## src/rtl/pe_array_seq_pkg.sv

```systemverilog
// Shared constants, FSM state encoding and config legality check for the PE array sequencer.
package pe_array_seq_pkg;

  localparam int unsigned ACC_CNT_WD   = 12;
  localparam int unsigned TILE_CNT_WD  = 8;
  // Longest accumulation that cannot overflow an 18-bit signed accumulator (7 x 16384).
  localparam int unsigned MAX_ACC_LEN  = 7;
  localparam int unsigned PE_OUTPUT_WD = 18;

  typedef enum logic [2:0] {
    StIdle  = 3'd0,
    StClr   = 3'd1,
    StAcc   = 3'd2,
    StDrain = 3'd3,
    StOut   = 3'd4
  } seq_state_e;

  function automatic logic cfg_illegal(input logic [ACC_CNT_WD-1:0]  acc_len,
                                       input logic [TILE_CNT_WD-1:0] tile_num);
    return (acc_len == '0) || (tile_num == '0) || (acc_len > ACC_CNT_WD'(MAX_ACC_LEN));
  endfunction

endpackage

```

## src/rtl/pe_seq_beat_cnt.sv

```systemverilog
// Operand beat counter: latches the tile length at job start, counts reads, flags the last beat.
module pe_seq_beat_cnt
  import pe_array_seq_pkg::*;
(
  input  logic                  clk,
  input  logic                  rst,
  input  logic                  load_i,
  input  logic [ACC_CNT_WD-1:0] len_i,
  input  logic                  clr_i,
  input  logic                  rd_i,
  output logic [ACC_CNT_WD-1:0] cnt_o,
  output logic                  last_o
);

  logic [ACC_CNT_WD-1:0] len_q, len_d;
  logic [ACC_CNT_WD-1:0] cnt_q, cnt_d;

  always_comb begin
    len_d = load_i ? len_i : len_q;
    cnt_d = cnt_q;
    if (clr_i) begin
      cnt_d = '0;
    end else if (rd_i) begin
      cnt_d = cnt_q + 1'b1;
    end
  end

  always_ff @(posedge clk or posedge rst) begin
    if (rst) begin
      len_q <= '0;
      cnt_q <= '0;
    end else begin
      len_q <= len_d;
      cnt_q <= cnt_d;
    end
  end

  assign cnt_o  = cnt_q;
  assign last_o = (cnt_q == len_q - 1'b1);

endmodule

```

## src/rtl/pe_array_seq.sv

```systemverilog
// Tile sequencer for the pe2 array: clear, stream operand beats, drain, then hold results for
// writeback, repeated for each tile of a job.
module pe_array_seq
  import pe_array_seq_pkg::*;
#(
  parameter int unsigned ROW_NUM = 8,
  parameter int unsigned COL_NUM = 4
) (
  input  logic                   clk,
  input  logic                   rst,
  input  logic                   start_i,
  input  logic                   abort_i,
  input  logic [ACC_CNT_WD-1:0]  cfg_acc_len_i,
  input  logic [TILE_CNT_WD-1:0] cfg_tile_num_i,
  input  logic [ROW_NUM-1:0]     cfg_row_mask_i,
  input  logic [2*COL_NUM-1:0]   cfg_col_mask_i,
  output logic                   busy_o,
  output logic                   done_o,
  output logic                   err_o,
  input  logic                   src_vld_i,
  output logic                   src_rd_o,
  output logic [ACC_CNT_WD-1:0]  src_addr_o,
  output logic                   pe_clr_o,
  output logic                   pe_array_vld_o,
  output logic [ROW_NUM-1:0]     pe_row_vld_o,
  output logic [2*COL_NUM-1:0]   pe_col_vld_o,
  output logic                   out_vld_o,
  input  logic                   out_rdy_i,
  output logic [TILE_CNT_WD-1:0] out_tile_idx_o
);

  seq_state_e             state_q, state_d;
  logic [TILE_CNT_WD-1:0] tile_num_q, tile_num_d;
  logic [TILE_CNT_WD-1:0] tile_q, tile_d;
  logic [ROW_NUM-1:0]     row_q, row_d;
  logic [2*COL_NUM-1:0]   col_q, col_d;
  logic                   done_q, done_d;
  logic                   err_q, err_d;
  logic                   arr_vld_q;
  logic                   start_ok;
  logic                   beat_last;
  logic                   cnt_clr;
  logic [ACC_CNT_WD-1:0]  beat_cnt;

  always_comb begin
    state_d    = state_q;
    tile_num_d = tile_num_q;
    tile_d     = tile_q;
    row_d      = row_q;
    col_d      = col_q;
    done_d     = 1'b0;
    err_d      = 1'b0;
    src_rd_o   = 1'b0;
    start_ok   = 1'b0;

    unique case (state_q)
      StIdle: begin
        if (start_i) begin
          if (cfg_illegal(cfg_acc_len_i, cfg_tile_num_i)) begin
            err_d = 1'b1;
          end else begin
            start_ok   = 1'b1;
            state_d    = StClr;
            tile_num_d = cfg_tile_num_i;
            tile_d     = '0;
            row_d      = cfg_row_mask_i;
            col_d      = cfg_col_mask_i;
          end
        end
      end
      StClr:   state_d = StAcc;
      StAcc: begin
        src_rd_o = src_vld_i;
        if (src_vld_i && beat_last) begin
          state_d = StDrain;
        end
      end
      StDrain: state_d = StOut;
      StOut: begin
        if (out_rdy_i) begin
          if (tile_q == tile_num_q - 1'b1) begin
            state_d = StIdle;
            done_d  = 1'b1;
          end else begin
            tile_d  = tile_q + 1'b1;
            state_d = StClr;
          end
        end
      end
      default: state_d = StIdle;
    endcase

    // Abort beats everything else, including a same-cycle writeback handshake.
    if (abort_i && (state_q != StIdle)) begin
      state_d  = StIdle;
      src_rd_o = 1'b0;
      done_d   = 1'b0;
    end

    // Keep masks and tile index at zero whenever idle.
    if (state_d == StIdle) begin
      tile_d = '0;
      row_d  = '0;
      col_d  = '0;
    end
  end

  always_ff @(posedge clk or posedge rst) begin
    if (rst) begin
      state_q    <= StIdle;
      tile_num_q <= '0;
      tile_q     <= '0;
      row_q      <= '0;
      col_q      <= '0;
      done_q     <= 1'b0;
      err_q      <= 1'b0;
      arr_vld_q  <= 1'b0;
    end else begin
      state_q    <= state_d;
      tile_num_q <= tile_num_d;
      tile_q     <= tile_d;
      row_q      <= row_d;
      col_q      <= col_d;
      done_q     <= done_d;
      err_q      <= err_d;
      // Operand data arrives one cycle after the pop.
      arr_vld_q  <= src_rd_o;
    end
  end

  assign cnt_clr = (state_q == StClr) || (state_d == StIdle);

  pe_seq_beat_cnt u_beat_cnt (
    .clk    (clk),
    .rst    (rst),
    .load_i (start_ok),
    .len_i  (cfg_acc_len_i),
    .clr_i  (cnt_clr),
    .rd_i   (src_rd_o),
    .cnt_o  (beat_cnt),
    .last_o (beat_last)
  );

  assign busy_o         = (state_q != StIdle);
  assign done_o         = done_q;
  assign err_o          = err_q;
  assign src_addr_o     = beat_cnt;
  assign pe_clr_o       = (state_q == StClr);
  assign pe_array_vld_o = arr_vld_q;
  assign pe_row_vld_o   = row_q;
  assign pe_col_vld_o   = col_q;
  assign out_vld_o      = (state_q == StOut);
  assign out_tile_idx_o = tile_q;

endmodule

```

## config.mk

```make
export PLATFORM = sky130hd
export DESIGN_NAME = pe_array_seq
export DESIGN_NICKNAME = d
export VERILOG_FILES = /design/src/rtl/pe_array_seq_pkg.sv /design/src/rtl/pe_seq_beat_cnt.sv /design/src/rtl/pe_array_seq.sv
export SDC_FILE = /design/constraint.sdc
export NUM_CORES = 1
export LEC_CHECK = 0
export ABC_AREA = 1
export BUFFER_PORTS_ARGS = -buffer_cell sky130_fd_sc_hd__clkbuf_2
export CAP_MARGIN = 25
export CELL_PAD_IN_SITES_DETAIL_PLACEMENT = 2
export CELL_PAD_IN_SITES_GLOBAL_PLACEMENT = 2
export CORE_ASPECT_RATIO = 0.7
export CORE_MARGIN = 3
export CORE_UTILIZATION = 33
export CTS_CLUSTER_DIAMETER = 50
export DETAILED_ROUTE_END_ITERATION = 7
export GPL_TIMING_DRIVEN = 0
export PLACE_DENSITY = 0.95
export SLEW_MARGIN = 25
export SYNTH_ARGS = -nofsm -noshare
export SYNTH_HDL_FRONTEND = slang
export SYNTH_SLANG_ARGS = --single-unit
```

## constraint.sdc

```tcl
create_clock -name clk -period 6.2 [get_ports clk]
set_input_delay 0.93 -clock clk [delete_from_list [all_inputs] [get_ports clk]]
set_output_delay 0.93 -clock clk [all_outputs]
set_load 0.1 [all_outputs]
```

==> metrics.md <==
| Metric | Value |
|---|---|
| Synth Instances | `477` |
| Ranking of synthesized cells by area | `dfrtp_1, nand2_1, inv_1` |
| Distinct cells, synth | `31` |
| Multi-input gate area | `about 1800 um2` |
| Die area | `around 12,000 um2` |
| Worst reg2reg path startpoint | `tile_num_q[0]` |
| CP Max Fanout | `10` |
| Static leakage | `between 2 and 2.5 nW` |
| Number of synthesized flops with an enable pin | `0` |
| HPWL Detailed | `slightly above 10,000 um` |
| Area Growth Syn to Fin | `27.5%` |
| Reg-to-reg setup timing slack | `3.73 ns` |
| Util after Layout | `a little over two fifths` |
| Die height | `93.8 um` |
| Synth top area share | `42.7%` |
| Non-Filler Instances | `726` |
| Synth Register Bits | `between 60 and 70` |
| Initial Util | `between 30 and 40%` |
| Wire per inst | `20.1 um` |
| Routed wire length | `between 10,000 and 15,000 um` |
| Post-synthesis sequential area ratio | `42.7%` |
| Slew Limit Fails | `0` |
| Clock sink total | `62` |
| CP delay by family, top | `buffers and inverters` |
| Primary FF master, synth | `dfrtp_1` |
| Mean Syn Cell Area | `7.62 um2` |
| DRC violations left | `0` |
| Fill cells | `1,245` |
| Critical Path, Cell by Cell | `nor2_1, inv_2, nor2_4, inv_2, nand2_2, buf_6, nand2_1, inv_1, clkbuf_2` |
| Post_cts resized | `0` |
| Port Buffers | `84` |
| Required @ worst endpoint | `5.27 ns` |
| RR Endpoint | `u_beat_cnt.cnt_o[6]` |
| Setup-failing EPs final | `0` |
| Max rail drop VDD | `0.133 mV` |
| Pwr Total | `1.16 mW` |
| Synth cell count leaders | `nand2_1, dfrtp_1, inv_1` |
| Final Hold Viols | `0` |
| Post-DRT Antenna Nets | `0` |
| CP startpoint | `state_q[1]` |
| IO Count | `85` |
| Syn Std Cell Area | `3630 um2` |
| Max layer used | `met4` |
| Worst path depth | `9` |
| Crit path kind | `register to output pin` |
| Rel. slew slack | `61.8%` |
| Final period util | `approximately half` |
| Vias in the first global route | `4,216` |
| Cell taking the most area after synthesis | `dfrtp_1` |
| Final min period | `3.19 ns` |
| Grt ovf | `0` |
| Pwr dens | `251 nW/um2` |
| Worst hold margin | `roughly 0.5 ns` |
| Dpl cells | `710` |
| WL met1 | `6410 um` |
| Hold_buf cts | `0` |
| Setup TNS Final | `0 ns` |
| 1st-iter DRT viols | `155` |
| CP max stage cell | `clkbuf_2` |
| Crit path largest cell delay | `0.49 ns` |
| FF+latch area | `~1600 um2` |
| Worst Hold Class | `register to register` |
| Initial antenna violation count | `0` |
| Post-CTS setup buffer count | `0` |
| Top cell by count, worst path | `inv_2` |
| CTS buffer count | `9` |
| Fmax | `0.314 GHz` |
| Total Routing Usage GR | `24.3%` |
| Crit path to | `src_rd_o` |
| GPL Wtd Cong | `0.850` |
| R2R cell count | `16` |
| DR vias | `3,682` |
| Via-to-Cell Ratio | `5.07` |
| YS warnings | `0` |
| Worst slew pin tran | `0.575 ns` |
| RSZ-0062 raised after global routing | `false` |
| CP Capture Type | `output pin` |
| Clock Tree Buf Depth | `2` |
| CP Buf/Inv Count | `5` |
| CTS Root Buffer Type | `clkbuf_16` |
| Critical Path AT | `between 2 and 2.5 ns` |
| Global-route wire length before repair | `23,200 um` |
| Fin nets | `619` |
| Max-cap viol count | `0` |
| Metal2 WL | `between 7000 and 8000 um` |
| Clock Latency Late Sink | `0.34 ns` |
| Die width | `131 um` |
| Largest net degree at the start of global routing | `43` |
| Layout cells sized above 1 | `between 20 and 30%` |
| Mapped Nets | `523` |
| Clk_skew | `0.00802 ns` |
| Reg clk slew, reported paths | `0.06 ns` |
| Core footprint | `between 10,000 and 15,000 um2` |
| H-tree depth | `3` |
| Outcome | `completed` |
| Met3 WL post-DR | `433 um` |
| 1st-pass router iterations | `4` |
| Most common cell in the netlist | `nand2_1` |
| # diodes | `0` |
| Async S/R FF share, synth | `100%` |
| CTS tree | `yes` |
| Row cnt | `31` |
| Setup crit start kind | `register` |
[logic make-up (layout without fill, tap and decap cells)]
family / after synthesis / after routing / share of synthesized area [%]
DFF: 62 / 62 / 42.7
adders and majority gates: 4 / 4 / 1.38
buffers and inverters: 80 / 181 / 8.92
AOI/OAI and AO/OA: 40 / 40 / 6.78
and+or+nand+nor: 263 / 263 / 33.1
xor gates and xnor gates: 28 / 28 / 7.13
[worst register-to-register path: stages (launching register included)]
cell,delay [ns]
dfrtp_1,0.39
inv_1,0.13
ha_1,0.25
nand3_2,0.16
nor2_1,0.12
nand2_1,0.07
nand2_1,0.06
nand2_1,0.05
nor2_1,0.09
nand3_1,0.14
nand2_1,0.14
nand3_4,0.15
nand2_4,0.16
nand2_2,0.08
nand2_2,0.12
buf_6,0.20
nor2_2,0.06
[state kept, by name, summed over array words and instances, names as in the netlist]
signal,flops
pe_row_vld_o,8
pe_array_vld_o,1
u_beat_cnt.cnt_o,12
pe_col_vld_o,8
out_tile_idx_o,8
tile_num_q,8
u_beat_cnt.len_q,12
state_q,3
done_o,1
err_o,1
[worst min path at each step]
stage | slack, ns | start | to | cells after the start
final | 0.51 | tile_num_q[7] | tile_num_q[7] | 2
after global routing | 0.53 | tile_num_q[7] | tile_num_q[7] | 2
after CTS | 0.52 | tile_num_q[7] | tile_num_q[7] | 2
after detailed placement | 0.49 | u_beat_cnt.len_q[11] | u_beat_cnt.len_q[11] | 2
after global placement | 0.47 | u_beat_cnt.len_q[11] | u_beat_cnt.len_q[11] | 2
after floorplan | 0.46 | u_beat_cnt.len_q[11] | u_beat_cnt.len_q[11] | 2
[per-layer routing]
metal | up-vias | track usage, %
li1 | 1688 | -
met1 | 1882 | 29.4
met2 | 85 | 43.3
met3 | 27 | 4.98
met4 | 0 | 9.09
met5 | - | 0
[placed cells by master, fill, tap and decap left out, types with 2 or more instances in the layout]
| cell type | synthesis | layout |
|---|---|---|
| clkbuf_16 | 0 | 9 |
| xnor2_1 | 6 | 6 |
| nor3b_1 | 4 | 4 |
| nand2_2 | 7 | 7 |
| nor4_1 | 3 | 3 |
| xor2_1 | 21 | 21 |
| nand3_1 | 20 | 20 |
| bufinv_16 | 0 | 4 |
| clkbuf_2 | 0 | 84 |
| clkbuf_1 | 5 | 5 |
| o21ai_0 | 19 | 19 |
| nor2_1 | 42 | 42 |
| nand4_1 | 10 | 10 |
| buf_2 | 7 | 7 |
| buf_6 | 2 | 2 |
| nand3_2 | 4 | 4 |
| nor3_1 | 7 | 7 |
| ha_1 | 4 | 4 |
| a22oi_1 | 16 | 16 |
| dfrtp_1 | 62 | 62 |
| inv_1 | 57 | 56 |
| a21oi_1 | 2 | 2 |
| nand2_1 | 141 | 141 |
| inv_2 | 9 | 9 |
| nor2_2 | 20 | 20 |
[stage by stage]
step / instance area, um2 / setup slack (ns)
final: 4630 / 3.01
after floorplan: 3630 / 2.64
after detailed placement: 4260 / 3.22
after global routing: 4630 / 2.88
after CTS: 4630 / 3.00
after global placement: 4240 / 2.90
[area by class of cell]
class,instances,share of cell area [%]
Buffer,14,1.65
Clock buffer,10,5.16
Clock inverter,6,2.86
Inverter,66,5.40
Multi-Input combinational cell,335,37.9
Sequential cell,62,33.5
Tap cell,148,4.00
Timing Repair Buffer,85,9.51
[power by group]
part	switching (mW)	leakage, nW	internal (mW)	total [mW]
Sequential	0.00449	0.829	0.410	0.414
Clock	0.197	0.179	0.444	0.640
Combinational	0.0814	1.35	0.0274	0.109
Note: power is estimated with default switching activity, not from simulation.
